==> src/rtl/demux1to4_32_buf_if.sv <==
// Handshake bundle for the 1-to-4 registered distributor.
// master = word source + consumers, slave = distributor.
interface demux1to4_32_buf_if #(
  parameter int WIDTH = 32,
  parameter int CNT_W = 16
);
  logic             in_valid;
  logic             in_ready;
  logic [1:0]       in_sel;
  logic [WIDTH-1:0] in_data;
  logic [3:0]       out_valid;
  logic [3:0]       out_ready;
  logic [WIDTH-1:0] out_a;
  logic [WIDTH-1:0] out_b;
  logic [WIDTH-1:0] out_c;
  logic [WIDTH-1:0] out_d;
  logic [CNT_W-1:0] cnt_a;
  logic [CNT_W-1:0] cnt_b;
  logic [CNT_W-1:0] cnt_c;
  logic [CNT_W-1:0] cnt_d;

  modport master (
    output in_valid, in_sel, in_data, out_ready,
    input  in_ready, out_valid,
    input  out_a, out_b, out_c, out_d,
    input  cnt_a, cnt_b, cnt_c, cnt_d
  );

  modport slave (
    input  in_valid, in_sel, in_data, out_ready,
    output in_ready, out_valid,
    output out_a, out_b, out_c, out_d,
    output cnt_a, cnt_b, cnt_c, cnt_d
  );
endinterface

==> src/rtl/demux1to4_32_buf.sv <==
// Registered 1-to-4 distributor: one-entry slot per channel, per-channel
// delivered counters. Ports: clk, rst_n (async low), bus (slave modport).
module demux1to4_32_buf #(
  parameter int WIDTH = 32,
  parameter int CNT_W = 16
) (
  input logic              clk,
  input logic              rst_n,
  demux1to4_32_buf_if.slave bus
);

  logic [WIDTH-1:0] slot [4];
  logic [CNT_W-1:0] cnt  [4];
  logic [3:0]       vld;
  logic [3:0]       drain;
  logic [3:0]       load;
  logic             in_ready;

  // Only the addressed slot can stall the source; a full slot that is
  // draining this edge can take a new word.
  assign in_ready = ~vld[bus.in_sel] | bus.out_ready[bus.in_sel];
  assign drain    = vld & bus.out_ready;

  always_comb begin
    load = '0;
    if (bus.in_valid && in_ready)
      load[bus.in_sel] = 1'b1;
  end

  always_ff @(posedge clk or negedge rst_n) begin
    if (!rst_n) begin
      vld <= '0;
      for (int k = 0; k < 4; k++) begin
        slot[k] <= '0;
        cnt[k]  <= '0;
      end
    end else begin
      for (int k = 0; k < 4; k++) begin
        if (load[k])
          slot[k] <= bus.in_data;
        if (drain[k])
          cnt[k] <= cnt[k] + CNT_W'(1);
        // refill wins over drain so throughput stays 1 word/cycle
        if (load[k])
          vld[k] <= 1'b1;
        else if (drain[k])
          vld[k] <= 1'b0;
      end
    end
  end

  assign bus.in_ready  = in_ready;
  assign bus.out_valid = vld;
  assign bus.out_a     = slot[0];
  assign bus.out_b     = slot[1];
  assign bus.out_c     = slot[2];
  assign bus.out_d     = slot[3];
  assign bus.cnt_a     = cnt[0];
  assign bus.cnt_b     = cnt[1];
  assign bus.cnt_c     = cnt[2];
  assign bus.cnt_d     = cnt[3];

endmodule

==> src/flat_wrapper.sv <==
// flat-port wrapper written by rule: the top's interface ports become plain ports
module demux1to4_32_buf_flat 
#(
  parameter int WIDTH = 32,
  parameter int CNT_W = 16
)
  (clk, rst_n, bus_in_valid, bus_in_sel, bus_in_data, bus_out_ready, bus_in_ready, bus_out_valid, bus_out_a, bus_out_b, bus_out_c, bus_out_d, bus_cnt_a, bus_cnt_b, bus_cnt_c, bus_cnt_d);
  demux1to4_32_buf_if #(.WIDTH(WIDTH), .CNT_W(CNT_W)) bus_i ();
  input logic clk;
  input logic rst_n;
  input wire logic [$bits(bus_i.in_valid)-1:0] bus_in_valid;
  input wire logic [$bits(bus_i.in_sel)-1:0] bus_in_sel;
  input wire logic [$bits(bus_i.in_data)-1:0] bus_in_data;
  input wire logic [$bits(bus_i.out_ready)-1:0] bus_out_ready;
  output wire logic [$bits(bus_i.in_ready)-1:0] bus_in_ready;
  output wire logic [$bits(bus_i.out_valid)-1:0] bus_out_valid;
  output wire logic [$bits(bus_i.out_a)-1:0] bus_out_a;
  output wire logic [$bits(bus_i.out_b)-1:0] bus_out_b;
  output wire logic [$bits(bus_i.out_c)-1:0] bus_out_c;
  output wire logic [$bits(bus_i.out_d)-1:0] bus_out_d;
  output wire logic [$bits(bus_i.cnt_a)-1:0] bus_cnt_a;
  output wire logic [$bits(bus_i.cnt_b)-1:0] bus_cnt_b;
  output wire logic [$bits(bus_i.cnt_c)-1:0] bus_cnt_c;
  output wire logic [$bits(bus_i.cnt_d)-1:0] bus_cnt_d;
  assign bus_i.in_valid = bus_in_valid;
  assign bus_i.in_sel = bus_in_sel;
  assign bus_i.in_data = bus_in_data;
  assign bus_i.out_ready = bus_out_ready;
  assign bus_in_ready = bus_i.in_ready;
  assign bus_out_valid = bus_i.out_valid;
  assign bus_out_a = bus_i.out_a;
  assign bus_out_b = bus_i.out_b;
  assign bus_out_c = bus_i.out_c;
  assign bus_out_d = bus_i.out_d;
  assign bus_cnt_a = bus_i.cnt_a;
  assign bus_cnt_b = bus_i.cnt_b;
  assign bus_cnt_c = bus_i.cnt_c;
  assign bus_cnt_d = bus_i.cnt_d;
  demux1to4_32_buf #(.WIDTH(WIDTH), .CNT_W(CNT_W)) u_core (.clk(clk), .rst_n(rst_n), .bus(bus_i));
endmodule
==> config.mk <==
export PLATFORM = sky130hd
export DESIGN_NAME = demux1to4_32_buf_flat
export DESIGN_NICKNAME = d
export VERILOG_FILES = /design/src/rtl/demux1to4_32_buf_if.sv /design/src/rtl/demux1to4_32_buf.sv /design/src/flat_wrapper.sv
export SDC_FILE = /design/constraint.sdc
export NUM_CORES = 1
export LEC_CHECK = 0
export CORE_ASPECT_RATIO = 2
export CORE_UTILIZATION = 25
export CTS_CLUSTER_DIAMETER = 40
export CTS_CLUSTER_SIZE = 12
export DETAILED_ROUTE_END_ITERATION = 10
export HOLD_SLACK_MARGIN = 0.08
export PLACE_DENSITY = 0.57
export SKIP_LAST_GASP = 1
export SYNTH_ARGS = -nofsm -noshare
export SYNTH_HDL_FRONTEND = slang
export SYNTH_SLANG_ARGS = --single-unit
==> constraint.sdc <==
create_clock -name clk -period 1.5 [get_ports clk]
set_clock_uncertainty 0.1 [all_clocks]
set_input_delay 0.225 -clock clk [delete_from_list [all_inputs] [get_ports clk]]
set_output_delay 0.225 -clock clk [all_outputs]
set_load 0.1 [all_outputs]
* Yosys cells after proc, flatten, opt, wreduce, memory -nomap -nowiden
Index checks and enable logic that the tools add are counted. Widths: inputs -> output; s select.
Word-level totals: register bits 196, bits of input ports 41, logic and storage cells 42
Cells by class: add/sub/neg operators 4, $lt $le $gt $ge 2, multiplexer cells 15, bitwise logic cells 3, reductions and logical operators 6
Operator list (number):
- $add 16x1->16 const B | 4
- $mux 1 | 11
- $reduce_bool 2->1 | 4
- $and 4x4->4 | 1
- $bmux 1 s2 | 2
- $mux 4 | 1
- $lt 2x3->1 const B | 1
- $demux 1 s2 | 1
- $ge 2x1->1 const B | 1
- $logic_and 1x1->1 | 2
- $not 1->1 | 1
- $or 1x1->1 | 1

* Longest topological paths before layout
Gate-level depths: netlist (run 1).
word-level depth 7, mapped depth 6, gate-level depth less buffers 5

* Worst setup path after synthesis (run 1)
Ideal clock, no wire load.
kind register -> register, start point register u_core.cnt (netlist bit u_core.bus.cnt_b[0]), end point register u_core.cnt (netlist bit u_core.bus.cnt_b[12]), library setup time 0.159 ns, arrival time 2.046 ns, setup slack -0.805 ns, stages on the path, launching flop included 6, period minus slack after synthesis 2.305 ns, path through dfrtp_1 -> ha_1 -> nand4_1 -> nor3_1 -> nand3_1 -> xnor2_1
On the way: longest elaborated chain between the ends 1
RTL lines:
- start: declaration | RTL line demux1to4_32_buf.sv:13 | logic [CNT_W-1:0] cnt [4];
- start signal: indexed assignment | RTL line demux1to4_32_buf.sv:42 | cnt[k] <= cnt[k] + CNT_W'(1);
- $add 16x1->16 | RTL line demux1to4_32_buf.sv:42
Every way passes these cells. A chain may end at the register's enable or synchronous reset.

* Final worst setup path (run 1)
start point register u_core.vld[3] (netlist: u_core.bus.out_valid[3]), end point output port bus_in_ready
On the way: longest elaborated chain between the ends 4
RTL lines:
- start: declaration | RTL line demux1to4_32_buf.sv:14 | logic [3:0] vld;
- start signal: assignment | RTL line demux1to4_32_buf.sv:32 | vld <= '0;
- start signal: indexed assignment | RTL line demux1to4_32_buf.sv:45 | vld[k] <= 1'b1;
- start signal: indexed assignment | RTL line demux1to4_32_buf.sv:47 | vld[k] <= 1'b0;
- $bmux 1 s2 | RTL line demux1to4_32_buf.sv:21 | assign in_ready = ~vld[bus.in_sel] | bus.out_ready[bus.in_sel];
- $mux 1 (not written as such) | RTL line demux1to4_32_buf.sv:21
- $not 1->1 | RTL line demux1to4_32_buf.sv:21
- $or 1x1->1 | RTL line demux1to4_32_buf.sv:21
- end: declaration | RTL line flat_wrapper.sv:15 | output wire logic [$bits(bus_i.in_ready)-1:0] bus_in_ready;
Every way passes these cells. The select of a mux whose other input is x is not followed.

==> metrics.txt, run 1 <==
Top Ports between 200 and 250; Setup crit start u_core.bus.out_valid[3]; Worst Setup End Kind output pin; Worst Max-Slew Pin Slew about 0.35 ns; fin crit share 130%; total grt overflow 0; Worst EP required between 1 and 1.5 ns; H-tree Lvls 4; vias in the first global route between 6k and 7k; clock root cell clkbuf_16; syn_area_per_cell about 15 µm²; R2R depth 7; Clock Sink Count slightly below 200; Cell Pwr Density roughly 1800 nW/µm²; final hold violations 0; total global-route track usage 16.9%; drc violations 0; Post-Synth Simple-Gate Area ~8.1%; Buf+Inv Stages, Crit Path 1; Syn Std Cell Area between 7000 and 8000 µm²; Routed WL per cell between 20 and 25 µm; Cell variety after synth 28; worst r2r dst u_core.bus.out_d[19]; PortBufs approximately 240; fillers about 2.5k; vias about 5.7k; global placer's final weighted congestion about 0.75; register bit total from synthesis between 150 and 200; fin cells approximately 1.3k; dpl ws -0.535 ns; Top Family by Delay on Critical Path multiplexers; initial antenna violation count 1; Synth Area in Compound Gates less than 1%; unrepaired setup endpoints after global routing true; xor/xnor share of the synthesized area just under 7%; Setup-failing EPs final roughly 130; Inst Count DP roughly 1.2k; Tmin final between 1.5 and 2 ns; Ant. Diodes 0; Starting Density approximately a quarter; r2r startpoint u_core.bus.out_valid[3]; Seq/Total Area, Yosys between 60% and 70%; Placed Area 13800 µm²; Worst Path Max Fanout 2; clk_lat worst skew approximately 0.45 ns; Layout Nets between 900 and 1k; max_cap viols 0; P_leak a little under 7 nW; WS Path Type reg -> out; Setup WS post-layout -0.455 ns; main combinational cell family by area after synthesis multiplexers; Mapped Cells roughly 530; CORE AREA just over 30000 µm²; Synth Area in Adders less than 1%; Num CTS Buffers 17; ANT nets after route 0; Post-DP HPWL between 15000 and 20000 µm; Detailed Route Iter0 Violations around 170; router iterations before antenna repair 4; Finished Cell Area between 15000 and 20000 µm²; Power, Total 28.2 mW; TritonCTS clock tree done; mux contribution to synthesized area 19.4%; Slew headroom 76.7%; Reg2Reg Setup Slack -0.33 ns; final hold slack approximately 0.13 ns; setup tns final -22.61 ns; Die Span Y 251 µm; IR drop worst, VDD about 1.5 mV; Bufs on Longest Clock Path 2; CP startpoint kind flop; vias per inst 4.42; Final Slew Violations 0; die area between 30000 and 40000 µm²; Site Rows 90; status finished with violations; WP data arrival between 1.5 and 2 ns; YS warnings 0; first-pass GRT wire length just under 40000 µm; worst-path cell chain nand2b_4 > mux4_2 > buf_12; failing checks setup timing; Crit-path slowest cell mux4_2; CP max stage delay 0.51 ns; floorplan die width between 100 and 150 µm; Final Core Density about 51%; HP Class in -> async; CTS clk-pin slew, worst paths 0.08 ns; pin count of the biggest net entering global routing 60; overall routed net length between 20000 and 30000 µm; layout cells sized above 1 67.0%; f_max 511 MHz; synth-to-layout area growth 100%; synthesized net count 570
logic make-up after synthesis:
group,count (synthesis)
adder cells (fa/ha/maj),4
XOR/XNOR,60
AND/OR/NAND/NOR,113
AO/OA/AOI/OAI,1
buffers and inverters,18
flip-flops,196
multiplexers,133
worst register-to-register path: stages (launching register included):
cell and delay [ns]:
dfrtp_4 0.49, nand2b_4 0.09, buf_4 0.11, buf_6 0.09, and4_4 0.28, buf_12 0.14
buf_12 0.12, mux2_4 0.30
routing by layer:
layer	up-vias	part of all wire, %	GRT usage, %
met4	2	4.4	9.67
met1	2903	33	16.1
met2	150	60	33.0
met3	43	3.2	3.26
met5	-	0.039	0
li1	2569	-	-
synth_stat cells (all sizes together):
cell type    n  area, µm²
nand4       13       87.6
nor4         2       42.5
ha           4       50.1
nor2        13       48.8
xnor2       45        394
nand2       28        105
xor2        15        131
nor3b        1       12.5
mux4         1       22.5
o21ai        1       5.00
or2          2       12.5
buf         15        126
and2         2       12.5
dfrtp      196       4900
inv          3       11.3
mux2       132       1490
and4         4       35.0
nand3b       1       11.3
nand3       25        125
nand2b       4       25.0
nor2b        1       6.26
and3        11       68.8
nor3         6       35.0
layout make-up:
type	instances	area [µm²]	share of cell area [%]
Timing Repair Buffer	372	5840	37.6
Clock inverter	11	219	1.41
Multi-Input combinational cell	311	3430	22.1
Sequential cell	196	5090	32.8
Inverter	3	11.3	0.0725
Tap cell	368	460	2.97
Clock buffer	21	470	3.03
worst max-delay path by stage:
stage	cells after the start	slack (ns)	end
final	3	-0.46	bus_in_ready
after global routing	3	-0.51	bus_in_ready
after CTS	3	-0.49	bus_in_ready
after detailed placement	5	-0.54	u_core.bus.out_d[16]
after global placement	5	-0.52	u_core.bus.out_d[16]
after floorplan	2	-0.30	bus_in_ready
cells in the final DEF (no fill, tap or decap), drive strengths merged, types with 5 or more instances in the layout:
master         Yosys  routed
buf               15     330
dfrtp            196     196
mux2             132     132
xnor2             45      45
clkdlybuf4s50      0      39
nand2             28      28
nand3             25      25
clkbuf             0      23
xor2              15      15
nand4             13      13
nor2              13      13
and3              11      11
bufinv             0       6
nor3               6       6
inv                3       5
power breakdown:
part	internal, mW	leakage [nW]	switching (mW)	total, mW
Sequential	6.43	2.33	1.23	7.65
Clock	3.28	0.334	2.13	5.40
Combinational	5.93	4.20	9.22	15.1
repair_timing:
item                                   in CTS  in global routing
pin swaps                                  10                 26
endpoints found under the hold margin     196                  0
setup endpoints to repair                 146                167
cloned                                      9                  1
gates resized for setup                    50                 53
setup buffers                              57                 20
hold buffers                                1                  0
registers in the layout (all words and copies together), names as in the netlist:
register,count
u_core.bus.out_c,32
u_core.bus.out_valid,4
u_core.bus.out_a,32
u_core.bus.cnt_b,16
u_core.bus.out_b,32
u_core.bus.cnt_d,16
u_core.bus.out_d,32
u_core.bus.cnt_c,16
u_core.bus.cnt_a,16
(Power assumes the default switching activity.)
==> run 2, diff against run 1 <==
Settings changed: PLACE_DENSITY 0.57 to 0.55.
Clock period 1.5 ns to 2.36 ns, I/O delays scaled along.
==> run 2 against run 1 <==
  * The flow now finishes without violations
  * Clock-buffer cell count increased by 3
  * Cell count down 9.1%
  * Sequential share of layout area is 12 points higher
  * Core utilization down 15 points
  * Global-route usage shrank 2.8 points
  * Critical path type is now in -> out
==> metrics.txt, run 2 (synthesis gave the netlist of run 1 again) <==
layout cells sized above 1 47.7% (-19 points); dpl ws 0.0274 ns (+0.563 ns); fin cells 1165 (-9.1%); hold_buf cts 1 (unchanged); HP Class in -> async; initial antenna violation count 0 (-1); Setup WS post-layout 0.0845 ns (+0.540 ns); vias 5093 (-10%); IR drop worst, VDD 0.510 mV (-67%); Starting Density 25.5% (unchanged); CP max stage delay 0.55 ns (+0.04 ns); Num CTS Buffers 17 (unchanged); Final Core Density 35.7% (-15 points); Worst Setup End Kind output pin; WS Path Type in -> out; post-CTS resize count 0 (-100%); Detailed Route Iter0 Violations 162 (-2.4%); Die Span Y 251 µm (unchanged); r2r startpoint u_core.bus.out_valid[3]; synth-to-layout area growth 39.8%; Worst Max-Slew Pin Slew 0.554 ns (+0.207 ns); WP data arrival 1.82 ns (+0.19 ns); die area 31800 µm² (unchanged); Clock Sink Count 196 (unchanged); pin count of the biggest net entering global routing 58 (-3.3%); fin crit share 96.4%; combinational power share 48.0% (-5.7 points); status completed; Site Rows 90 (unchanged); Layout Nets 830 (-12%); sw frac 50.7% (+6.1 points); Ant. Diodes 0 (unchanged); overall routed net length 21600 µm (-17%); Bufs on Longest Clock Path 2 (unchanged); first-pass GRT wire length 32800 µm (-16%); Top Ports 238 (unchanged); vias per inst 4.37 (-1.1%); Seq pwr share 31.3% (+4.2 points); most frequent cells in the layout buf_4, dfrtp_1, mux2_2; Crit-path slowest cell mux4_2; Inst Count DP 1133 (-4.5%); unrepaired setup endpoints after global routing false; total global-route track usage 14.1% (-2.8 points); number of setup buffers added after CTS 0 (-100%); Post-DP HPWL 16000 µm (-12%); Setup-failing EPs final 0 (-100%); CORE AREA 30400 µm² (unchanged); Finished Cell Area 10800 µm² (-30%); CTS clk-pin slew, worst paths 0.07 ns (about the same); Worst EP required 1.91 ns (+0.74 ns); commonest non-fill, non-tap cell in the layout buf_4; Slew headroom 63.1% (-14 points); net switching power figure 7.19 mW (-43%); CP startpoint kind input port; max_cap viols 0 (unchanged); PortBufs 237 (unchanged); Pint 7.01 mW (-55%); Cell Pwr Density 1310 nW/µm² (-28%); R2R depth 4 (-3); final hold violations 0 (unchanged); Final Slew Violations 0 (unchanged); Placed Area 10300 µm² (-26%); ANT nets after route 0 (unchanged); clock share of power 20.7% (+1.5 points); global placer's final weighted congestion 0.746 (-0.90%); clock root cell clkbuf_16; vias in the first global route 5507 (-11%); setup tns final 0 ns (+22.61 ns); floorplan die width 127 µm (unchanged); clk_lat worst skew 0.44 ns (about the same); f_max about 440 MHz; router iterations before antenna repair 4 (unchanged); Worst Path Max Fanout 3 (+1); worst-path cell chain clkdlybuf4s50_1 > nand2b_1 > mux4_2 > buf_12; Reg2Reg Setup Slack 0.65 ns (+0.98 ns); total grt overflow 0 (unchanged); H-tree Lvls 4 (unchanged); worst r2r dst u_core.bus.out_d[2]; Routed WL per cell 18.5 µm (-8.3%); drc violations 0 (unchanged); TritonCTS clock tree done; P_leak 4.99 nW (-27%); Tmin final approximately 2.3 ns
run 2: cell count changes in the layout (fill, tap and decap cells not counted), sizes merged:
cell / delta
buf: -115
bufinv: -4
clkinvlp: +1
clkbuf: +2
inv: -1
run 2: power by group through the flow:
| stage | registers, mW | logic [mW] | clock network [mW] |
|---|---|---|---|
| after floorplan | 9.00 | 0.719 | 0 |
| after global placement | 4.49 | 6.86 | 0 |
| after detailed placement | 4.51 | 6.88 | 0 |
| after CTS | 4.46 | 6.88 | 3.07 |
| after global routing | 4.54 | 6.99 | 3.18 |
| final | 4.45 | 6.82 | 2.94 |
run 2: layer usage:
layer  up-vias  GRT usage (%)  wire length [µm]  share of wire, %
met5         -              0                 0                 0
met4         0           8.06               878               4.1
met3        34           3.40               958               4.4
met2       150           27.0             12300                57
met1      2569           13.4              7450                35
li1       2340              -                 -                 -
run 2: layout make-up:
type	count	area [µm²]
fill	3016	19600
sequential	196	4910
multi-input combinational	311	2730
timing repair buffer	256	2170
clock buffer	24	482
tap	368	460
clock inverter	7	97.6
inverter	3	11.3
run 2: worst max-delay path, delay by kind of cell:
family / cells / cell delay [ns]
multiplexers: 1 / 0.55
AND/OR/NAND/NOR: 1 / 0.25
buffers and inverters: 2 / 0.65
run 2: how the worst max path moves through the flow:
stage / startpoint / depth (start not counted) / end / slack (ns)
2_1_floorplan: u_core.bus.out_valid[3] / 2 / bus_in_ready / 0.04
3_3_place_gp: bus_out_ready[3] / 4 / bus_in_ready / 0.05
3_5_place_dp: bus_out_ready[3] / 4 / bus_in_ready / 0.03
4_1_cts: bus_out_ready[3] / 4 / bus_in_ready / 0.03
5_1_grt: bus_out_ready[3] / 4 / bus_in_ready / 0.04
6_report: bus_out_ready[3] / 4 / bus_in_ready / 0.08
run 2: per-stage QoR:
stage	hold WS, ns	total power, mW
floorplan	-0.0416	9.72
global placement	0.281	11.4
detailed placement	0.292	11.4
CTS	0.378	14.4
global route	0.396	14.7
finish	0.354	14.2
